$ cat config.mk
export PLATFORM = sky130hd
export DESIGN_NAME = load_store_unit
export DESIGN_NICKNAME = d
export VERILOG_FILES = /design/src/rtl/lsu_pkg.sv /design/src/rtl/load_align.sv /design/src/rtl/load_store_unit.sv
export SDC_FILE = /design/constraint.sdc
export NUM_CORES = 1
export LEC_CHECK = 0
export CAP_MARGIN = 20
export CORE_UTILIZATION = 38
export CTS_CLUSTER_DIAMETER = 150
export DETAILED_ROUTE_END_ITERATION = 8
export GPL_TIMING_DRIVEN = 0
export HOLD_SLACK_MARGIN = 0.15
export PLACE_DENSITY_LB_ADDON = 0.08
export SYNTH_ARGS = -nofsm -noshare
export SYNTH_HDL_FRONTEND = slang
export SYNTH_SLANG_ARGS = --single-unit
$ cat constraint.sdc
create_clock -name clk -period 3.1 [get_ports clk]
set_input_delay 0.465 -clock clk [delete_from_list [all_inputs] [get_ports clk]]
set_output_delay 0.465 -clock clk [all_outputs]
set_load 0.01 [all_outputs]
$ cat src/rtl/lsu_pkg.sv
// Shared types and helpers for the load/store unit: FSM states, RV32I
// width codes, and the legality / lane-placement rules used at accept time.
package lsu_pkg;

  typedef enum logic [1:0] {
    IDLE      = 2'd0,
    REQUEST   = 2'd1,
    WAIT_RESP = 2'd2,
    RESPOND   = 2'd3
  } lsu_state_t;

  localparam logic [2:0] LSU_B  = 3'b000;
  localparam logic [2:0] LSU_H  = 3'b001;
  localparam logic [2:0] LSU_W  = 3'b010;
  localparam logic [2:0] LSU_BU = 3'b100;
  localparam logic [2:0] LSU_HU = 3'b101;

  function automatic logic lsu_misaligned(input logic [2:0] funct3, input logic [1:0] addr);
    case (funct3)
      LSU_H, LSU_HU: return addr[0];
      LSU_W:         return addr != 2'b00;
      default:       return 1'b0;
    endcase
  endfunction

  // Unsigned variants only exist for loads.
  function automatic logic lsu_legal(input logic write, input logic [2:0] funct3);
    case (funct3)
      LSU_B, LSU_H, LSU_W: return 1'b1;
      LSU_BU, LSU_HU:      return ~write;
      default:             return 1'b0;
    endcase
  endfunction

  function automatic logic [3:0] lsu_lane_be(input logic [2:0] funct3, input logic [1:0] addr);
    case (funct3)
      LSU_B, LSU_BU: return 4'b0001 << addr;
      LSU_H, LSU_HU: return 4'b0011 << {addr[1], 1'b0};
      default:       return 4'b1111;
    endcase
  endfunction

  function automatic logic [31:0] lsu_lane_wdata(input logic [2:0] funct3, input logic [31:0] wdata);
    case (funct3)
      LSU_B, LSU_BU: return {4{wdata[7:0]}};
      LSU_H, LSU_HU: return {2{wdata[15:0]}};
      default:       return wdata;
    endcase
  endfunction

endpackage

$ cat src/rtl/load_align.sv
// Picks the addressed byte/halfword out of a memory word and extends it
// to 32 bits according to the load's width/sign code.
module load_align
  import lsu_pkg::*;
(
  input  logic [2:0]  funct3_i,
  input  logic [1:0]  addr_i,
  input  logic [31:0] rdata_i,
  output logic [31:0] data_o
);

  logic [7:0]  byte_v;
  logic [15:0] half_v;

  always_comb begin
    byte_v = rdata_i[{addr_i, 3'b000} +: 8];
    half_v = rdata_i[{addr_i[1], 4'b0000} +: 16];
    case (funct3_i)
      LSU_B:   data_o = {{24{byte_v[7]}}, byte_v};
      LSU_H:   data_o = {{16{half_v[15]}}, half_v};
      LSU_W:   data_o = rdata_i;
      LSU_BU:  data_o = {24'b0, byte_v};
      LSU_HU:  data_o = {16'b0, half_v};
      default: data_o = '0;
    endcase
  end

endmodule

$ cat src/rtl/load_store_unit.sv
// Multi-cycle RV32I load/store unit with req/gnt/rvalid memory handshake.
//   state     | meaning
//   IDLE      | ready for a new access
//   REQUEST   | mem_req high, waiting for mem_gnt
//   WAIT_RESP | granted, waiting for mem_rvalid
//   RESPOND   | one-cycle resp_valid pulse (data or error)
module load_store_unit
  import lsu_pkg::*;
#(
  parameter int unsigned TIMEOUT_CYCLES = 255
) (
  input  logic        clk,
  input  logic        reset,
  input  logic        req_valid,
  output logic        req_ready,
  input  logic        req_write,
  input  logic [2:0]  req_funct3,
  input  logic [31:0] req_address,
  input  logic [31:0] req_wdata,
  output logic        resp_valid,
  output logic [31:0] resp_rdata,
  output logic        resp_error,
  output logic        mem_req,
  output logic        mem_we,
  output logic [31:0] mem_addr,
  output logic [3:0]  mem_be,
  output logic [31:0] mem_wdata,
  input  logic        mem_gnt,
  input  logic        mem_rvalid,
  input  logic [31:0] mem_rdata
);

  localparam int unsigned     CNT_W      = (TIMEOUT_CYCLES < 1) ? 1 : $clog2(TIMEOUT_CYCLES + 1);
  localparam logic [CNT_W-1:0] CNT_LAST  = CNT_W'(TIMEOUT_CYCLES - 1);
  localparam bit              TIMEOUT_EN = (TIMEOUT_CYCLES != 0);

  lsu_state_t        state_q, state_d;
  logic              write_q, write_d;
  logic [2:0]        funct3_q, funct3_d;
  logic [31:0]       addr_q, addr_d;
  logic [3:0]        be_q, be_d;
  logic [31:0]       wdata_q, wdata_d;
  logic [CNT_W-1:0]  cnt_q, cnt_d;
  logic [31:0]       rdata_q, rdata_d;
  logic              err_q, err_d;
  logic              timeout;
  logic [31:0]       align_data;

  load_align u_align (
    .funct3_i (funct3_q),
    .addr_i   (addr_q[1:0]),
    .rdata_i  (mem_rdata),
    .data_o   (align_data)
  );

  always_comb begin
    state_d  = state_q;
    write_d  = write_q;
    funct3_d = funct3_q;
    addr_d   = addr_q;
    be_d     = be_q;
    wdata_d  = wdata_q;
    cnt_d    = cnt_q;
    rdata_d  = rdata_q;
    err_d    = err_q;
    timeout  = TIMEOUT_EN && (cnt_q == CNT_LAST);

    case (state_q)
      IDLE: begin
        if (req_valid) begin
          write_d  = req_write;
          funct3_d = req_funct3;
          addr_d   = req_address;
          be_d     = lsu_lane_be(req_funct3, req_address[1:0]);
          wdata_d  = lsu_lane_wdata(req_funct3, req_wdata);
          cnt_d    = '0;
          rdata_d  = '0;
          if (lsu_legal(req_write, req_funct3) && !lsu_misaligned(req_funct3, req_address[1:0])) begin
            state_d = REQUEST;
            err_d   = 1'b0;
          end else begin
            state_d = RESPOND;
            err_d   = 1'b1;
          end
        end
      end
      REQUEST: begin
        cnt_d = cnt_q + 1'b1;
        // A grant landing on the last allowed cycle still counts as timed out.
        if (timeout) begin
          state_d = RESPOND;
          err_d   = 1'b1;
        end else if (mem_gnt) begin
          state_d = WAIT_RESP;
        end
      end
      WAIT_RESP: begin
        cnt_d = cnt_q + 1'b1;
        if (mem_rvalid) begin
          state_d = RESPOND;
          rdata_d = write_q ? 32'b0 : align_data;
        end else if (timeout) begin
          state_d = RESPOND;
          err_d   = 1'b1;
        end
      end
      RESPOND: state_d = IDLE;
      default: state_d = IDLE;
    endcase
  end

  always_ff @(posedge clk) begin
    if (reset) begin
      state_q  <= IDLE;
      write_q  <= 1'b0;
      funct3_q <= '0;
      addr_q   <= '0;
      be_q     <= '0;
      wdata_q  <= '0;
      cnt_q    <= '0;
      rdata_q  <= '0;
      err_q    <= 1'b0;
    end else begin
      state_q  <= state_d;
      write_q  <= write_d;
      funct3_q <= funct3_d;
      addr_q   <= addr_d;
      be_q     <= be_d;
      wdata_q  <= wdata_d;
      cnt_q    <= cnt_d;
      rdata_q  <= rdata_d;
      err_q    <= err_d;
    end
  end

  assign req_ready  = (state_q == IDLE) && !reset;
  assign mem_req    = (state_q == REQUEST);
  assign mem_we     = mem_req && write_q;
  assign mem_addr   = mem_req ? {addr_q[31:2], 2'b00} : 32'b0;
  assign mem_be     = mem_req ? be_q : 4'b0;
  assign mem_wdata  = mem_req ? wdata_q : 32'b0;
  assign resp_valid = (state_q == RESPOND);
  assign resp_rdata = resp_valid ? rdata_q : 32'b0;
  assign resp_error = resp_valid && err_q;

endmodule

==> impl.org <==
** Setup path
- Crit path cell chain :: ha_2 > clkbuf_1 > and2_1 > clkdlybuf4s50_1
- Count of buffer and inverter cells on the critical path :: 2
- Setup crit end :: mem_be[0]
- The critical path crosses 4 cells after its start point.
- Among all stages on the critical path, the largest delay is contributed by sky130_fd_sc_hd__clkdlybuf4s50_1.
- Crit Path Max Fanout :: 17
- Startpoint of the lowest-slack register-to-register path :: state_q[0]
- Category of the critical setup timing path :: register to output pin
- Type of element capturing the critical path :: output pin
- Data on the critical path is required at its endpoint by 2.63 ns.
- Critical Path AT :: 2.45 ns
- Grouping stages by cell kind, the critical path spends the most delay in buffers and inverters.
- Endpoint of the worst-slack reg-to-reg timing path :: rdata_q[14]
- Across all register-to-register paths, the minimum setup slack is 1.06 ns.
- Delay of the slowest cell on the worst path :: 0.59 ns
- Critical path launch point type :: register
- In this run the worst setup path begins at state_q[0].
- Cell depth of the worst flop-to-flop path :: 9

** STA
- Setup violations remaining at the end of the flow were counted as 0.
- Max-slew violation count :: 0
- The worst path in the final design needs a cycle of 2.91 ns, including I/O delays and setup.
- Headroom to the max-slew limit came out at 0.579.
- The final count of hold timing violations was 0.
- Crit share post-route :: 0.939
- Unrepaired setup endpoints after global routing :: no
- Clock Skews :: 0.00493 ns
- For this run, the top clock speed supported by timing is 344 MHz.
- After routing, the total negative slack on setup checks comes to 0 ns.
- Worst Max-Slew Pin Slew :: 0.632 ns

** CTS
- CTS tree :: built
- CTS Root Cell :: sky130_fd_sc_hd__clkbuf_16
- After clock tree synthesis, the clock-pin slew on the worst setup and hold paths is 0.05 ns.
- Clock sink count :: 115
- Buffers inserted during clock tree synthesis total 17.
- Total setup buffers inserted after CTS :: 0
- After clock tree synthesis, the flow added hold-fix buffers numbering 0.
- In this run the deepest clock path goes through 2 buffers.
- The H-tree was split into 4 levels.
- Clock latency on the worst-skew pair, taken at its later pin, is 0.42 ns.

** Power and ir drop
- Power comes to 5.90 mW.
- Power density relative to cell area :: 686 nW/um^2
- Highest ir drop seen on vdd :: 0.356 mV
- For this design the static power due to leakage is 3.29 nW.

** Routing
- The first routing iteration left 320 violations.
- Dividing the detail-routed wire length by the instance count gives 16.1 um.
- The first detailed-routing pass ran for 5 iterations.
- The routed layout has 5868 vias.
- For this run, design rule violations remaining after detail routing come to 0.
- In the routed layout, each cell is associated on average with a via count of 5.15.
- Wires add up to 18400 um.
- In this run the remaining antenna-violating nets after routing total 0.

** GRT
- The total overflow left after global routing is 0.
- Wire length of the first global-routing pass :: 29600 um
- The number of antenna violations at the first check in global routing came to 0.
- Entering global routing, the biggest net connects 18 pins.
- Via count of the first global-routing pass :: 5836
- Across every metal layer, demand over resource in global routing totals 0.240.

** Logic synthesis
- For this run, asynchronously set or reset flops after synthesis account for 0.
- The complex-gate fraction of the synthesized area came to 0.199.
- After synthesis, the share of cell area in mux cells is 0.0484.
- Area fraction in and, or, nand and nor cells after synthesis :: 0.277
- Area share of the leading cell type in the synthesized netlist :: 0.405
- Post-synthesis xor/xnor area fraction :: 0.00771
- For this run, the register share of the synthesized area comes to 0.405.
- Of the total synthesized cell area, the portion taken by full adders, half adders and majority gates is 0.0132.
- Post-synthesis area per instance :: 7.90 sq um
- In this run, distinct cell masters in the synthesized netlist total 55.
- Synthesis inferred 115 register bits.
- Largest family of logic cells by synthesized area :: simple AND/OR/NAND/NOR gates
- Cell Area, Synth :: 5680 sq um
- By area the synthesized netlist is led by sky130_fd_sc_hd__dfxtp_1 41%, sky130_fd_sc_hd__and2_1 11%, sky130_fd_sc_hd__nand2_1 9.9%, sky130_fd_sc_hd__a21oi_1 7.2%, sky130_fd_sc_hd__mux2i_1 2.8%.
- Count of synthesis-stage warnings from yosys :: 0
- In the synthesized netlist the dominant register cell turns out to be sky130_fd_sc_hd__dfxtp_1.
- Counting flops with a built-in enable in the synthesized netlist gives 0.
- Of all cell types, the one taking the most synthesized area is sky130_fd_sc_hd__dfxtp_1.
- In the synthesized netlist, the number of instances is 719.

** Floorplan
- Die Footprint :: 15400 sq um
- Initial cell density of the core :: 0.390
- Row generation in the floorplan step produced 44 rows.
- 210 I/O pins were placed.
- The floorplan step set the die width to 124 um.
- Vert. Die Dim :: 124 um
- Core Region :: 14600 sq um

** Placement
- During placement, the flow inserted port buffers numbering 205.
- Routability cong. :: 0.853
- DP Wirelength :: 13800 um
- Summing all placed instances gives a cell area of 7970 sq um.

** Final layout
- In the final layout, the share of cells above drive strength 1 is 0.0764.
- Once layout is done, the placed cells without fillers occupy 8610 sq um.
- Count of antenna diodes in the layout :: 0
- Relative to the synthesized area, the layout overhead comes to 51.5%.
- Number of nets at the end of the flow :: 1054
- Measured on the finished design, the core utilization comes to 0.590.
- Fillers :: 1352

** Flow run
- Max-cap violations in this run came to 0.

** Status
- Outcome :: complete, no violations

** Hold path
- Class of the tightest hold or removal check :: register to register
-- cells in the mapped netlist (9+ instances only) --
cell / n
sky130_fd_sc_hd__nor2_1: 33
sky130_fd_sc_hd__o21ai_1: 19
sky130_fd_sc_hd__o21ai_0: 26
sky130_fd_sc_hd__nand2_1: 150
sky130_fd_sc_hd__a211oi_1: 13
sky130_fd_sc_hd__mux2i_1: 16
sky130_fd_sc_hd__mux2_2: 9
sky130_fd_sc_hd__buf_2: 17
sky130_fd_sc_hd__a21oi_1: 82
sky130_fd_sc_hd__clkbuf_1: 32
sky130_fd_sc_hd__dfxtp_1: 115
sky130_fd_sc_hd__and2_1: 102
-- worst min path at each step --
stage | from | end | slack [ns] | cells past startpoint
floorplan | rdata_q[16] | rdata_q[16] | 0.42 | 2
global placement | rdata_q[31] | rdata_q[31] | 0.43 | 2
detailed placement | rdata_q[4] | rdata_q[4] | 0.44 | 2
CTS | rdata_q[23] | rdata_q[23] | 0.45 | 2
finish | rdata_q[23] | rdata_q[23] | 0.44 | 2
global route | rdata_q[4] | rdata_q[4] | 0.47 | 2
-- routing by layer --
layer | vias to the layer above | GRT usage | wire length, um
li1 | 2898 | - | -
met2 | 217 | 0.399 | 8740
met1 | 2723 | 0.289 | 7940
met5 | - | 0 | 0
met3 | 30 | 0.0640 | 1260
met4 | 0 | 0.105 | 445
-- metrics by stage --
step,setup slack [ns],cells,hold slack [ns]
2_1_floorplan,1.30,720,0.417
3_3_place_gp,0.160,1109,0.434
3_5_place_dp,0.171,1109,0.440
4_1_cts,0.162,1140,0.448
5_1_grt,0.0573,1140,0.467
6_report,0.189,1140,0.444
-- sequential cells by signal, indices dropped and copies added (netlist names) --
name / count
addr_q: 32
rdata_q: 32
wdata_q: 32
cnt_q: 8
be_q: 4
funct3_q: 3
state_q: 2
err_q: 1
write_q: 1
-- timing repair --
action | in CTS | in global routing
resized for setup | 2 | 0
endpoints found under the hold margin | 0 | 0
endpoints found under the setup margin | 30 | 0
-- layout by cell type (no fill, tap or decap), types with 2 or more instances in the layout --
cell,count
sky130_fd_sc_hd__mux2i_1,16
sky130_fd_sc_hd__nand3_1,4
sky130_fd_sc_hd__clkbuf_8,4
sky130_fd_sc_hd__xnor2_1,4
sky130_fd_sc_hd__conb_1,2
sky130_fd_sc_hd__ha_1,5
sky130_fd_sc_hd__nor2_1,33
sky130_fd_sc_hd__a311oi_1,8
sky130_fd_sc_hd__a21oi_1,82
sky130_fd_sc_hd__nand2b_1,5
sky130_fd_sc_hd__nor2b_1,5
sky130_fd_sc_hd__nor3_1,3
sky130_fd_sc_hd__clkdlybuf4s50_1,205
sky130_fd_sc_hd__and2_1,102
sky130_fd_sc_hd__a21o_1,8
sky130_fd_sc_hd__a211oi_1,13
sky130_fd_sc_hd__o21ai_1,19
sky130_fd_sc_hd__nor3b_1,2
sky130_fd_sc_hd__o21bai_1,2
sky130_fd_sc_hd__buf_2,17
sky130_fd_sc_hd__inv_1,4
sky130_fd_sc_hd__clkinv_2,3
sky130_fd_sc_hd__bufinv_16,4
sky130_fd_sc_hd__or2_1,2
sky130_fd_sc_hd__a22oi_1,8
sky130_fd_sc_hd__clkbuf_2,2
sky130_fd_sc_hd__dfxtp_1,115
sky130_fd_sc_hd__a222oi_1,8
sky130_fd_sc_hd__clkbuf_1,32
sky130_fd_sc_hd__nor4_1,2
sky130_fd_sc_hd__clkbuf_16,17
sky130_fd_sc_hd__clkinvlp_4,2
sky130_fd_sc_hd__nand2_1,150
sky130_fd_sc_hd__buf_4,5
sky130_fd_sc_hd__nand4_1,3
sky130_fd_sc_hd__mux2_2,9
sky130_fd_sc_hd__o21ai_0,26
-- worst reg2reg max path, delay by kind of cell, from the launching register on --
family | cells | cell delay [ns]
buffers and inverters | 4 | 0.76
flip-flops | 1 | 0.40
AND/OR/NAND/NOR | 2 | 0.37
adder cells (fa/ha/maj) | 1 | 0.20
AO/OA/AOI/OAI | 2 | 0.27
-- cells by family (layout without fill, tap and decap cells) --
family,after synthesis,count (layout)
buffers and inverters,61,297
AND/OR/NAND/NOR,320,320
XOR/XNOR,5,5
adder cells (fa/ha/maj),6,6
AO/OA/AOI/OAI,185,185
flip-flops,115,115
multiplexers,26,26
other,1,2
-- power breakdown --
part / switching [mW] / leakage, nW / internal (mW)
clock: 0.683 / 0.309 / 1.43
sequential: 0.139 / 0.940 / 1.74
combinational: 1.12 / 2.04 / 0.796
-- layout make-up --
class                           count  area, sq um  share of cell area
Multi-Input combinational cell    544         3110               0.361
Sequential cell                   115         2300               0.267
Timing Repair Buffer              205         2050               0.238
Clock buffer                       23          488              0.0567
Buffer                             56          260              0.0302
Tap cell                          184          230              0.0267
Clock inverter                      9          150              0.0174
Inverter                            4         15.0             0.00174
Power figures use the tool's default switching activity.
